## config.mk

```make
export PLATFORM = sky130hd
export DESIGN_NAME = gpio_out_ctrl
export DESIGN_NICKNAME = d
export VERILOG_FILES = /design/src/rtl/gpio_out_pkg.sv /design/src/rtl/gpio_out_channel.sv /design/src/rtl/gpio_out_ctrl.sv
export SDC_FILE = /design/constraint.sdc
export NUM_CORES = 2
export LEC_CHECK = 0
export CAP_MARGIN = 10
export CORE_ASPECT_RATIO = 1.75
export CORE_MARGIN = 4
export CORE_UTILIZATION = 40
export DETAILED_ROUTE_END_ITERATION = 10
export PLACE_DENSITY_LB_ADDON = 0.3
export REMOVE_ABC_BUFFERS = 1
export SLEW_MARGIN = 10
export SYNTH_ARGS = -nofsm -noshare
export SYNTH_HDL_FRONTEND = slang
export SYNTH_SLANG_ARGS = --single-unit
export TNS_END_PERCENT = 30
```

## constraint.sdc

```tcl
create_clock -name CLOCK_50 -period 2.8 [get_ports CLOCK_50]
set_input_delay 0.28 -clock CLOCK_50 [delete_from_list [all_inputs] [get_ports CLOCK_50]]
set_output_delay 0.28 -clock CLOCK_50 [all_outputs]
set_load 0.005 [all_outputs]
```

## src/rtl/gpio_out_pkg.sv

```systemverilog
`timescale 1ns/1ps
// gpio_out_pkg
// Shared definitions for the GPIO output controller: the per-channel mode
// encoding and a helper that sizes index buses so they never collapse to zero width.
package gpio_out_pkg;

    localparam int MODE_W = 2;

    // Per-channel output behaviour. The encoding matches the wr_mode port.
    typedef enum logic [MODE_W-1:0] {
        MODE_OFF   = 2'd0,
        MODE_ON    = 2'd1,
        MODE_BLINK = 2'd2,
        MODE_PWM   = 2'd3
    } mode_t;

    // Bits needed to index n items. This returns at least 1, so a one-channel
    // build still has a legal (unused) index bus.
    function automatic int idx_width(input int n);
        return (n > 1) ? $clog2(n) : 1;
    endfunction

endpackage

```

## src/rtl/gpio_out_channel.sv

```systemverilog
`timescale 1ns/1ps
// gpio_out_channel
// One GPIO output channel. It holds the channel's mode and value registers plus
// the blink half-period counter and blink phase, and produces the unregistered
// pin level. The time-base tick and the shared PWM counter come from the parent.
module gpio_out_channel
    import gpio_out_pkg::*;
#(
    parameter int VAL_W = 8
)
(
    input  logic              CLOCK_50,
    input  logic              Resetn,
    input  logic              load,       // write strobe already decoded for this channel
    input  logic [MODE_W-1:0] wr_mode,
    input  logic [VAL_W-1:0]  wr_value,
    input  logic              tick,
    input  logic [VAL_W-1:0]  pwm_cnt,
    output logic              level
);

    mode_t            mode;
    logic [VAL_W-1:0] value;
    logic [VAL_W-1:0] blink_cnt;
    logic             blink_state;

    // Configuration and blink phase. A write restarts the phase and takes
    // priority over a coincident tick, so that tick is dropped for this channel only.
    always_ff @(posedge CLOCK_50 or negedge Resetn) begin
        // NOTE: sequential state uses non-blocking assignments so every flop
        // samples pre-edge values; blocking here would create order-dependent races.
        if (!Resetn) begin
            mode        <= MODE_OFF;
            value       <= '0;
            blink_cnt   <= '0;
            blink_state <= 1'b0;
        end else if (load) begin
            mode        <= mode_t'(wr_mode);
            value       <= wr_value;
            blink_cnt   <= '0;
            blink_state <= 1'b0;
        end else if (tick && (mode == MODE_BLINK)) begin
            if (blink_cnt == value) begin
                blink_cnt   <= '0;
                blink_state <= ~blink_state;
            end else begin
                blink_cnt <= blink_cnt + VAL_W'(1);
            end
        end
    end

    // Pin level selected by the mode. PWM is high while the shared counter is
    // below the duty value, so value 0 never drives the pin high.
    always_comb begin
        // NOTE: the default is assigned first so no path leaves level
        // unassigned, which would otherwise infer a latch.
        level = 1'b0;
        case (mode)
            MODE_OFF:   level = 1'b0;
            MODE_ON:    level = 1'b1;
            MODE_BLINK: level = blink_state;
            MODE_PWM:   level = (pwm_cnt < value);
            default:    level = 1'b0;
        endcase
    end

endmodule

```

## src/rtl/gpio_out_ctrl.sv

```systemverilog
`timescale 1ns/1ps
// gpio_out_ctrl
// N-channel GPIO output controller for the 40-pin header. Each channel is set
// to OFF, ON, BLINK or PWM by a one-cycle write strobe. A prescaler produces the
// time-base tick, a shared counter provides the PWM ramp, and every pin is registered.
// Optional build macro GPIO_OUT_INVERT_EN adds an out_invert input that is XORed
// with the channel levels before the output register.
module gpio_out_ctrl
    import gpio_out_pkg::*;
#(
    parameter int CHANNELS = 32,     // 1..32
    parameter int TICK_DIV = 50000,  // clock cycles per tick, >= 2
    parameter int VAL_W    = 8       // blink half-period / PWM duty width
)
(
    input  logic                           CLOCK_50,
    input  logic                           Resetn,
    input  logic                           wr_en,
    input  logic [idx_width(CHANNELS)-1:0] wr_chan,
    input  logic [MODE_W-1:0]              wr_mode,
    input  logic [VAL_W-1:0]               wr_value,
`ifdef GPIO_OUT_INVERT_EN
    input  logic [CHANNELS-1:0]            out_invert,
`endif
    output logic                           tick,
    output logic [CHANNELS-1:0]            GPIO
);

    localparam int                  CHAN_W     = idx_width(CHANNELS);
    localparam int                  PRESC_W    = idx_width(TICK_DIV);
    localparam logic [PRESC_W-1:0]  PRESC_LAST = PRESC_W'(TICK_DIV - 1);

    logic [PRESC_W-1:0]  presc;
    logic [VAL_W-1:0]    pwm_cnt;
    logic [CHANNELS-1:0] load;
    logic [CHANNELS-1:0] level;
    logic [CHANNELS-1:0] pin_next;

    // The tick is a decode of the prescaler's last count, so it lasts exactly
    // one cycle and is low in reset because the count restarts at 0.
    assign tick = (presc == PRESC_LAST);

    // Prescaler: counts 0..TICK_DIV-1 and wraps.
    always_ff @(posedge CLOCK_50 or negedge Resetn) begin
        if (!Resetn) begin
            presc <= '0;
        end else if (tick) begin
            presc <= '0;
        end else begin
            presc <= presc + PRESC_W'(1);
        end
    end

    // Shared PWM ramp: advances once per tick and wraps naturally from max to 0.
    // Writes never touch it, so all PWM channels stay phase-aligned.
    always_ff @(posedge CLOCK_50 or negedge Resetn) begin
        if (!Resetn) begin
            pwm_cnt <= '0;
        end else if (tick) begin
            pwm_cnt <= pwm_cnt + VAL_W'(1);
        end
    end

    // Write decode: one strobe per channel. An index at or above CHANNELS
    // matches no channel, so that write is dropped.
    always_comb begin
        load = '0;
        for (int i = 0; i < CHANNELS; i++) begin
            load[i] = wr_en && (wr_chan == CHAN_W'(i));
        end
    end

    // Channel instances.
    for (genvar g = 0; g < CHANNELS; g++) begin : g_chan
        gpio_out_channel #(
            .VAL_W (VAL_W)
        ) u_chan (
            .CLOCK_50 (CLOCK_50),
            .Resetn   (Resetn),
            .load     (load[g]),
            .wr_mode  (wr_mode),
            .wr_value (wr_value),
            .tick     (tick),
            .pwm_cnt  (pwm_cnt),
            .level    (level[g])
        );
    end

    // Pin polarity applied before the output register.
`ifdef GPIO_OUT_INVERT_EN
    assign pin_next = level ^ out_invert;
`else
    assign pin_next = level;
`endif

    // Output register. Pins are 0 in reset even when inverted; the inversion
    // shows from the first edge after reset is released.
    always_ff @(posedge CLOCK_50 or negedge Resetn) begin
        if (!Resetn) begin
            GPIO <= '0;
        end else begin
            GPIO <= pin_next;
        end
    end

endmodule

```

==> results by stage <==
Global route:
- The initial antenna violation count is 3.
- The met1 global-route usage is 26.6%.
- Across every metal layer, demand over resource in global routing totals 22.4%.
- Global routing used 39.8% of the available met2 tracks.
- The number of global-route vias before repair was 31,600.
- The met3 layer usage reported by global route is 3.27%.
- The leftover overflow at the end of global routing is 0.
- The maximum number of pins on one net before global-route repair is 105.
- The first global-routing pass estimated 178,000 microns of wire.
- The busiest layer in global routing is met2.

Synthesis:
- The proportion of synthesized flip-flops having asynchronous set or reset is 100%.
- For this run, the number of Yosys warnings is 0.
- Ranked by instance count, the synthesized netlist is headed by 765 x sky130_fd_sc_hd__nand2_1, 664 x sky130_fd_sc_hd__dfrtp_1, 347 x sky130_fd_sc_hd__o21ai_0.
- The post-synthesis area per instance is 9.02 sq um.
- In the post-synthesis netlist, the biggest area contributors are sky130_fd_sc_hd__dfrtp_1 44%, sky130_fd_sc_hd__ha_1 8.5%, sky130_fd_sc_hd__nand2_1 7.5%.
- The post-synth design cell area is 38,200 sq um.
- The largest total area in the synthesized netlist belongs to sky130_fd_sc_hd__dfrtp_1.
- The synthesized design devotes to its leading area cell type 43.5% of total area.
- The number of enable flip-flop cells after synthesis is 0.
- The count of mapped cells out of synthesis is 4,230.
- The share of the Yosys chip area taken by registers is 43.5%.
- The number of synthesized register bits is 664.
- The flip-flop cell with the highest count after synthesis is sky130_fd_sc_hd__dfrtp_1.
- The number of different library cells in the post-synthesis netlist is 61.
- sky130_fd_sc_hd__nand2_1 is the most common cell in the netlist.

Route:
- The number of detailed-routing iterations run before antenna repair is 5.
- Wires add up to 113,000 microns.
- The detailed router finished its first iteration with 2,385 violations.
- The count of nets left with antenna violations after detail routing is 0.
- For this run, design rule violations remaining after detail routing come to 0.
- Dividing the detail-routed via count by the number of cells gives 5.63.
- The via count of the routed design is 31,500.
- The average wire length per cell after detail routing is 20.2 microns.

Timing:
- The period utilization is 92.9%.
- Setup repair after global routing left no endpoint under its margin.
- Timing would allow up to 384 MHz.
- The number of setup violations in the final report is 0.
- The final setup skew is 0.0219 ns.
- The count of pins over their slew limit was 0.
- The final critical-path required period is 2.60 ns.
- The count of final hold-check violations is 0.
- At the pin with the least slew margin, the transition time is 0.991 ns.
- The tightest slew margin relative to the limit is 33.9%.

Floorplan:
- The die outline height is 417 microns.
- The cell row count is 149.
- The die outline area is 101,000 sq um.
- The die is 241 microns wide.
- The effective utilization at floorplan is 40.4%.
- The number of placed I/O pins is 51.
- The core region is 94,500 sq um.

Critical path:
- At the worst endpoint, the arrival time is 3.18 ns.
- STA classifies the critical path endpoint as a register.
- STA puts the critical path data required time at 3.38 ns.
- The worst setup path is launched from a register.
- The type of the setup path with the least slack is reg -> reg.
- In this run the worst path has a maximum fanout of 12.

Power and ir drop:
- The total power is 0.0265 W.
- Power spread over the standard cell area amounts to 614 nW/um^2.
- Internal power comes to 0.0185 W.
- Of the total power, the clock network draws 35.2%.
- IR analysis of the VDD net gives a maximum drop of 0.461 mV.
- In this run, the combinational gates consume 18.3% of the power.
- Of the total power, the share spent switching nets is 30.0%.
- In this run, flip-flops and latches consume 46.5% of the power.
- The total leakage power is 20.8 nW.
- The net switching power of the design is 0.00795 W.

Clock tree:
- The total clock buffers created by CTS is 66.
- The clock tree from TritonCTS is yes.
- The clock latency on the worst-skew pair is 0.65 ns.
- The maximum level of the CTS H-tree is 3.
- No sink is reached through more buffers than the 3 on the longest clock path.
- For this design, the sink count on the clock tree is 664.
- After clock tree synthesis, the clock-pin slew on the worst setup and hold paths is 0.07 ns.
- The clock root buffer is sky130_fd_sc_hd__clkbuf_16.
- In this run the post-CTS setup repair buffer count came out at 0.

Final layout:
- The fill cell instance count of the final layout is 8,884.
- In the final layout, the share of cells above drive strength 1 is 7.24%.
- Summing all non-filler instances in the final layout gives an area of 43,200 sq um.
- The post-synthesis to final-layout area growth is 13.2%.
- The number of nets in the layout is 4,606.

Placement:
- The placed standard-cell area is 41,000 sq um.
- The count of input and output buffers is 50.
- Detailed placement finished with a half-perimeter wire length of 78,200 microns.
- The congestion estimate from routability-driven global placement came to 0.892.

Run status:
- The run finished with clean final reports.

Hold path:
- The type of the tightest min-delay check is in -> async.

Job:
- The number of maximum-capacitance constraint violations is 0.
## cells in the final DEF, fill, tap and decap left out, types with 9 or more instances in the layout
cell	count
sky130_fd_sc_hd__a211oi_1	37
sky130_fd_sc_hd__a21o_1	101
sky130_fd_sc_hd__a21oi_1	102
sky130_fd_sc_hd__a31oi_1	40
sky130_fd_sc_hd__a32oi_1	67
sky130_fd_sc_hd__and3_1	67
sky130_fd_sc_hd__and4_1	10
sky130_fd_sc_hd__buf_12	30
sky130_fd_sc_hd__buf_2	10
sky130_fd_sc_hd__buf_4	117
sky130_fd_sc_hd__clkbuf_1	10
sky130_fd_sc_hd__clkbuf_16	71
sky130_fd_sc_hd__clkdlybuf4s50_1	38
sky130_fd_sc_hd__clkinv_2	21
sky130_fd_sc_hd__dfrtp_1	656
sky130_fd_sc_hd__ha_1	258
sky130_fd_sc_hd__inv_1	255
sky130_fd_sc_hd__nand2_1	765
sky130_fd_sc_hd__nand2b_1	78
sky130_fd_sc_hd__nand3_1	152
sky130_fd_sc_hd__nand3b_1	10
sky130_fd_sc_hd__nand4_1	120
sky130_fd_sc_hd__nor2_1	193
sky130_fd_sc_hd__nor2b_1	31
sky130_fd_sc_hd__nor3_1	25
sky130_fd_sc_hd__nor3b_1	17
sky130_fd_sc_hd__nor4_1	50
sky130_fd_sc_hd__o211a_1	10
sky130_fd_sc_hd__o211ai_1	9
sky130_fd_sc_hd__o21ai_0	347
sky130_fd_sc_hd__o22a_1	31
sky130_fd_sc_hd__o22ai_1	9
sky130_fd_sc_hd__o31ai_1	109
sky130_fd_sc_hd__or2_2	30
sky130_fd_sc_hd__or3_1	24
sky130_fd_sc_hd__or4_1	19
sky130_fd_sc_hd__xnor2_1	224
sky130_fd_sc_hd__xor2_1	138
## critical path, stage by stage, from the launching register on
cell and delay [ns]:
sky130_fd_sc_hd__dfrtp_1 0.43, sky130_fd_sc_hd__or4b_4 0.61, sky130_fd_sc_hd__nor4_4 0.32, sky130_fd_sc_hd__buf_12 0.20, sky130_fd_sc_hd__buf_4 0.29, sky130_fd_sc_hd__nand2_1 0.18
sky130_fd_sc_hd__or4_1 0.42, sky130_fd_sc_hd__nand2_1 0.08
## registers in the layout, indices dropped and copies added (netlist names)
signal                     count
g_chan.u_chan.blink_cnt      256
presc                         16
g_chan.u_chan.blink_state     32
g_chan.u_chan.mode            64
GPIO                          32
pwm_cnt                        8
g_chan.u_chan.value          256
## power groups by stage
| stage | Combinational, W | Clock (W) | Sequential [W] |
|---|---|---|---|
| global route | 0.00555 | 0.00990 | 0.0125 |
| floorplan | 0.00330 | 0 | 0.0121 |
| global placement | 0.00472 | 0 | 0.0125 |
| finish | 0.00484 | 0.00933 | 0.0123 |
| detailed placement | 0.00486 | 0 | 0.0125 |
| CTS | 0.00490 | 0.00955 | 0.0123 |
## timing repair
item                                    in CTS  in global routing
hold buffers                                 1                  0
resized for setup                            1                  0
endpoints found under the hold margin       41                  0
endpoints found under the setup margin       1                  0
## cells by family (layout without fill, tap and decap cells)
group / after synthesis / after routing / share of synthesized area [%]
AND/OR/NAND/NOR: 1624 / 1624 / 20.3
AO/OA/AOI/OAI: 892 / 892 / 14.9
flip-flops: 664 / 664 / 43.5
buffers and inverters: 421 / 571 / 4.22
XOR/XNOR: 362 / 362 / 8.31
adder cells (fa/ha/maj): 258 / 258 / 8.46
multiplexers: 9 / 9 / 0.249
other: 0 / 2 / 0
## worst paths after layout
kind / from / endpoint / slack (ns) / cells past startpoint
max in group asynchronous: Resetn / g_chan[13].u_chan.blink_cnt[6]$_DFFE_PN0P_ / 1.54 / 3
setup / recovery: presc[5]$_DFF_PN0_ / g_chan[19].u_chan.blink_state$_DFFE_PN0P_ / 0.20 / 7
min in group CLOCK_50: wr_value[2] / g_chan[21].u_chan.value[2]$_DFFE_PN0N_ / 0.16 / 4
setup reg to reg: presc[5]$_DFF_PN0_ / g_chan[19].u_chan.blink_state$_DFFE_PN0P_ / 0.20 / 7
hold / removal: Resetn / g_chan[16].u_chan.value[7]$_DFFE_PN0N_ / 0.15 / 2
hold reg to reg: presc[0]$_DFF_PN0_ / presc[0]$_DFF_PN0_ / 0.49 / 1
## area by class of cell
| type | count | area, sq um | area share, % |
|---|---|---|---|
| sequential | 664 | 16600 | 38.5 |
| clock buffer | 89 | 1920 | 4.46 |
| timing repair buffer | 198 | 1940 | 4.50 |
| inverter | 255 | 957 | 2.22 |
| multi-input combinational | 3145 | 19900 | 46.2 |
| antenna | 2 | 5.00 | 0.0116 |
| clock inverter | 29 | 280 | 0.649 |
| tap | 1208 | 1510 | 3.50 |
## metal layers
metal	part of all wire (%)	vias up
met4	4.8	2
li1	-	15000
met5	0.0062	-
met3	4.7	281
met2	51	779
met1	40	15400
## through the flow
| step | hold slack, ns | instances | setup WS (ns) | TNS (ns) | util [%] |
|---|---|---|---|---|---|
| after floorplan | -0.0156 | 4064 | -0.892 | -108.05 | - |
| after global placement | 0.267 | 5469 | 0.0713 | 0 | 43.3 |
| after detailed placement | 0.280 | 5469 | 0.0348 | 0 | 43.3 |
| after CTS | 0.131 | 5588 | 0.146 | 0 | 45.7 |
| after global routing | 0.157 | 5588 | 0.0470 | 0 | 45.7 |
| final | 0.152 | 5590 | 0.198 | 0 | 45.7 |
No activity file was read; power rests on OpenSTA's default activity.
